===== src/rtl/pc_fetch_unit_pkg.sv =====
// Shared CPU definitions: datapath width, default reset PC
// and the fetch sequencer state encodings.
package pc_fetch_unit_pkg;

    localparam int DATA_WIDTH = 16;

    localparam logic [DATA_WIDTH-1:0] DEF_RESET_PC = '0;

    typedef enum logic [1:0] {
        FST_IDLE  = 2'd0,
        FST_FETCH = 2'd1,
        FST_WAIT  = 2'd2,
        FST_VALID = 2'd3
    } fetch_state_e;

endpackage


===== src/rtl/pc_fetch_unit_if.sv =====
// Fetch unit bus: BRAM read port plus the instruction
// valid/ready handshake towards the decoder.
interface pc_fetch_unit_if
    import pc_fetch_unit_pkg::*;
#(
    parameter int WIDTH = DATA_WIDTH
);

    logic             bram_en;
    logic [WIDTH-1:0] bram_addr;
    logic [WIDTH-1:0] bram_rdata;
    logic [WIDTH-1:0] instr;
    logic             instr_valid;
    logic             instr_ready;

    modport master (
        output bram_en,
        output bram_addr,
        input  bram_rdata,
        output instr,
        output instr_valid,
        input  instr_ready
    );

    modport slave (
        input  bram_en,
        input  bram_addr,
        output bram_rdata,
        input  instr,
        input  instr_valid,
        output instr_ready
    );

endinterface


===== src/rtl/pc_fetch_unit.sv =====
// Program counter register and fetch sequencer: reads BRAM at
// pc, waits out the read latency, hands the word to decode.
module pc_fetch_unit
    import pc_fetch_unit_pkg::*;
#(
    parameter int               WIDTH    = DATA_WIDTH,
    parameter logic [WIDTH-1:0] RESET_PC = WIDTH'(DEF_RESET_PC),
    parameter int               READ_LAT = 1
) (
    input  logic             clk,
    input  logic             reset_n,
    input  logic             run,
    input  logic             halt,
    input  logic [WIDTH-1:0] pc_next,
    pc_fetch_unit_if.master  bus,
    output logic [WIDTH-1:0] pc,
    output logic [1:0]       fetch_state
);

    localparam logic [1:0] CNT_INIT = 2'(READ_LAT - 1);

    fetch_state_e     state;
    logic [1:0]       cnt;
    logic [WIDTH-1:0] pc_q;
    logic [WIDTH-1:0] instr_q;
    logic             valid_q;
    logic             hs;

    assign hs = valid_q && bus.instr_ready;

    always_ff @(posedge clk or negedge reset_n) begin
        if (!reset_n) begin
            state   <= FST_IDLE;
            cnt     <= '0;
            pc_q    <= RESET_PC;
            instr_q <= '0;
            valid_q <= 1'b0;
        end else begin
            unique case (state)
                FST_IDLE: begin
                    if (run && !halt)
                        state <= FST_FETCH;
                end
                FST_FETCH: begin
                    cnt   <= CNT_INIT;
                    state <= FST_WAIT;
                end
                FST_WAIT: begin
                    if (cnt != 2'd0) begin
                        cnt <= cnt - 2'd1;
                    end else begin
                        instr_q <= bus.bram_rdata;
                        valid_q <= 1'b1;
                        state   <= FST_VALID;
                    end
                end
                FST_VALID: begin
                    // halt only takes effect once the word is consumed
                    if (hs) begin
                        pc_q    <= pc_next;
                        valid_q <= 1'b0;
                        state   <= halt ? FST_IDLE : FST_FETCH;
                    end
                end
            endcase
        end
    end

    assign bus.bram_en     = (state == FST_FETCH);
    assign bus.bram_addr   = pc_q;
    assign bus.instr       = instr_q;
    assign bus.instr_valid = valid_q;
    assign pc              = pc_q;
    assign fetch_state     = state;

endmodule


===== src/flat_wrapper.sv =====
// flat-port wrapper written by rule: the top's interface ports become plain ports
module pc_fetch_unit_flat import pc_fetch_unit_pkg::*;
#(
    parameter int               WIDTH    = DATA_WIDTH,
    parameter logic [WIDTH-1:0] RESET_PC = WIDTH'(DEF_RESET_PC),
    parameter int               READ_LAT = 1
)
  (clk, reset_n, run, halt, pc_next, pc, fetch_state, bus_bram_en, bus_bram_addr, bus_bram_rdata, bus_instr, bus_instr_valid, bus_instr_ready);
  pc_fetch_unit_if #(.WIDTH(WIDTH)) bus_i ();
  input  logic clk;
  input  logic reset_n;
  input  logic run;
  input  logic halt;
  input  logic [WIDTH-1:0] pc_next;
  output logic [WIDTH-1:0] pc;
  output logic [1:0] fetch_state;
  output wire logic [$bits(bus_i.bram_en)-1:0] bus_bram_en;
  output wire logic [$bits(bus_i.bram_addr)-1:0] bus_bram_addr;
  input wire logic [$bits(bus_i.bram_rdata)-1:0] bus_bram_rdata;
  output wire logic [$bits(bus_i.instr)-1:0] bus_instr;
  output wire logic [$bits(bus_i.instr_valid)-1:0] bus_instr_valid;
  input wire logic [$bits(bus_i.instr_ready)-1:0] bus_instr_ready;
  assign bus_bram_en = bus_i.bram_en;
  assign bus_bram_addr = bus_i.bram_addr;
  assign bus_i.bram_rdata = bus_bram_rdata;
  assign bus_instr = bus_i.instr;
  assign bus_instr_valid = bus_i.instr_valid;
  assign bus_i.instr_ready = bus_instr_ready;
  pc_fetch_unit #(.WIDTH(WIDTH), .RESET_PC(RESET_PC), .READ_LAT(READ_LAT)) u_core (.clk(clk), .reset_n(reset_n), .run(run), .halt(halt), .pc_next(pc_next), .bus(bus_i), .pc(pc), .fetch_state(fetch_state));
endmodule

===== config.mk =====
export PLATFORM = sky130hd
export DESIGN_NAME = pc_fetch_unit_flat
export DESIGN_NICKNAME = d
export VERILOG_FILES = /design/src/rtl/pc_fetch_unit_pkg.sv /design/src/rtl/pc_fetch_unit_if.sv /design/src/rtl/pc_fetch_unit.sv /design/src/flat_wrapper.sv
export SDC_FILE = /design/constraint.sdc
export NUM_CORES = 1
export LEC_CHECK = 0
export ABC_AREA = 1
export CAP_MARGIN = 20
export CELL_PAD_IN_SITES_DETAIL_PLACEMENT = 0
export CELL_PAD_IN_SITES_GLOBAL_PLACEMENT = 2
export CORE_UTILIZATION = 21
export DETAILED_ROUTE_END_ITERATION = 7
export GPL_TIMING_DRIVEN = 0
export PLACE_DENSITY_LB_ADDON = 0.15
export REMOVE_ABC_BUFFERS = 1
export SETUP_SLACK_MARGIN = 0.05
export SLEW_MARGIN = 20
export SYNTH_ARGS = -nofsm -noshare
export SYNTH_HDL_FRONTEND = slang
export SYNTH_SLANG_ARGS = --single-unit

===== constraint.sdc =====
create_clock -name clk -period 1.5 [get_ports clk]
set_input_delay 0.45 -clock clk [delete_from_list [all_inputs] [get_ports clk]]
set_output_delay 0.45 -clock clk [all_outputs]
set_load 0.02 [all_outputs]

==> results by group <==
Power and ir drop
  • Leakage dissipation: 1.46 nW
  • Peak ir drop on the vdd network: 0.776 mV
  • Total power density per cell area: 2160 nW/µm²
  • Tot Pwr: 6.06 mW

Yosys
  • Simple-gate portion of the synthesized area: 20.4%
  • Register bit count reported by yosys: 37
  • Dominant combinational cell family by area after synthesis: simple AND/OR/NAND/NOR gates
  • Fraction of synthesized cell area in xor and xnor cells: 0%
  • Multiplexer share of the synthesized area: 0%
  • Portion of synthesized cell area occupied by the leading cell type: 52.7%
  • Syn Area/Cell: 8.70 µm²
  • Total number of yosys warnings: 0
  • Synth Area in Compound Gates: 7.26%
  • Combined area of all synthesized cells: 1760 µm²
  • Count of mapped cells out of synthesis: 202
  • Synth area leader: sky130_fd_sc_hd__dfrtp_1
  • Cell types with the largest area share after synthesis: sky130_fd_sc_hd__dfrtp_1 (53%), sky130_fd_sc_hd__nand2_1 (18%), sky130_fd_sc_hd__buf_4 (7.3%)
  • Share of the yosys chip area belonging to registers: 52.7%
  • Count of cell types in the netlist: 17
  • Adder-cell share of the synthesized area: 4.98%

Worst setup path
  • Arr. time, crit path: 1030 ps
  • Reg2Reg Setup Slack: 140 ps
  • Critical path data required time: 1050 ps
  • R2r endpoint: u_core.bus.bram_addr[9]
  • Largest fanout on the critical path: 3
  • Cells on worst reg2reg path: 7
  • Worst r2r src: u_core.fetch_state[0]
  • CP Capture Type: output port
  • Worst Setup Path Type: reg2out
  • Startpoint type of the worst setup path: register

Cells and area
  • Utilization after layout: 34.4%
  • Layout overhead on the synthesized area: 59.9%
  • Most frequent cells in the layout: sky130_fd_sc_hd__nand2_1 (80), sky130_fd_sc_hd__clkdlybuf4s50_1 (34), sky130_fd_sc_hd__dfrtp_1 (34)
  • Most common cell after layout, fill and taps aside: sky130_fd_sc_hd__nand2_1
  • Share of post-route cells with drive strength above 1: 30.6%
  • Antenna cell count: 0
  • Final net count: 337

STA
  • Max transition margin: 74.7%
  • Transition time of the tightest slew-check pin: 379 ps
  • Maximum frequency from static timing analysis: 0.674 GHz
  • Final Hold Viols: 0
  • Setup Skew: 6.32 ps
  • Portion of the clock cycle consumed by the worst path in the final layout: 98.9%
  • Total Neg Setup Slack: 0 ps
  • Fin crit period: 1480 ps
  • RSZ-0062 raised after global routing: true
  • Final slew viol count: 0
  • Final worst slack: 17.0 ps
  • Number of setup violations in the final report: 0

Place
  • Quantity of I/O buffers inserted on ports: 88
  • DPL Wire Length: 3.12 mm
  • GP Congestion: 0.691
  • Pre-CTS worst setup slack: -487 ps

Floorplan
  • Die Wd: 93.5 µm
  • Number of placed I/O pins: 89
  • Y dimension of the die: 93.5 µm
  • Placeable core region: 8180 µm²
  • Count of standard-cell rows: 33
  • Starting Density: 21.5%
  • Full die area: 8740 µm²

Detailed routing
  • Pre-antenna DRT Iters: 4
  • Via count: 1546
  • Number of nets still failing antenna checks after routing: 0
  • Number of DRC violations after detailed-routing iteration 0: 24
  • Residual DRC count: 0
  • Wirelength, routed: 4.75 mm
  • Vias per std cell: 3.87
  • Average wire per standard cell: 11.9 µm

Clock network
  • Clock tree buffer depth: 2
  • Num CTS Buffers: 5
  • Clock transition at the register clock pins on the worst setup and hold paths after CTS: 80 ps
  • H-Tree Level Count: 2
  • CTS tree: done
  • Root buf cell: sky130_fd_sc_hd__clkbuf_8
  • Clock sink count: 37
  • Insertion delay of the later-clocked pin in the worst-skew pair: 290 ps

Flow run
  • Max_cap viols: 0

Global route
  • Pin count of the biggest net entering global routing: 25
  • Total gr overflow: 0
  • Wire length of the first global-routing pass: 7.38 mm
  • Overall Global Routing Usage: 11.1%
  • Number of global-route vias before repair: 1433
  • Antenna violations before repair: 0

Min path
  • Worst Hold Class: in2async

Outcome
  • Run status: finished clean
through the flow:
step                      hold WS, ps  std cells  area, µm²
after floorplan                   154        181       1600
after global placement            464        374       2610
after detailed placement          385        375       2630
after CTS                        70.9        390       2820
after global routing             69.1        399       2810
final                            67.6        399       2810
worst max-delay path by stage:
stage | start | to | slack, ps | cells past startpoint
after global routing | u_core.fetch_state[1] | bus_bram_en | -20 | 3
after detailed placement | bus_instr_ready | u_core.bus.bram_addr[13] | -490 | 3
after floorplan | u_core.fetch_state[1] | u_core.bus.bram_addr[0] | -50 | 4
final | u_core.fetch_state[0] | bus_bram_en | 20 | 2
after CTS | u_core.fetch_state[1] | bus_bram_en | -60 | 3
after global placement | reset_n | u_core.bus.instr[1] | -1090 | 1
sequential cells by signal, summed over array words and instances, names as in the netlist:
register and cells:
u_core.cnt 2, u_core.fetch_state 2, u_core.bus.bram_addr 16, u_core.bus.instr 16
u_core.bus.instr_valid 1
critical path, cell delays in order (launching register included):
cell and delay, ps:
sky130_fd_sc_hd__dfrtp_2 450, sky130_fd_sc_hd__ha_4 180, sky130_fd_sc_hd__buf_6 120
Yosys cell counts (all sizes together):
library cell and number:
a21oi 1, buf 21, dfrtp 37, ha 7
inv 26, nand2 83, nand3 5, nor2 1
o21ai 20, or2 1
where the power goes:
part / internal (mW) / total, mW / switching (mW)
registers: 1.48 / 1.79 / 0.313
logic: 1.45 / 3.50 / 2.05
clock network: 0.415 / 0.766 / 0.350
total: 3.35 / 6.06 / 2.71
area by class of cell:
| type | count | area (µm²) |
|---|---|---|
| clock buffer | 7 | 96.3 |
| clock inverter | 1 | 5.00 |
| fill | 870 | 5370 |
| inverter | 26 | 103 |
| multi-input combinational | 120 | 663 |
| sequential | 37 | 930 |
| tap | 105 | 131 |
| timing repair buffer | 103 | 882 |
timing repair:
action                     in CTS  in global routing
pin swaps                       2                  6
resized for setup             127                 57
cloned                          1                  1
setup endpoints to repair      86                 81
setup buffers                   6                  8
hold buffers                    0                  0
layer usage:
layer / track usage (%) / vias up / wire (µm)
li1: - / 781 / -
met1: 14.2 / 722 / 2180
met2: 18.1 / 37 / 2290
met3: 2.76 / 6 / 213
met4: 3.85 / 0 / 65
met5: 0 / - / 0
kinds of logic after synthesis:
| family | count (synthesis) |
|---|---|
| compound gates | 21 |
| fa+ha+maj | 7 |
| buf+inv | 47 |
| flops | 37 |
| simple gates | 90 |
No activity file was read; power rests on OpenSTA's default activity.
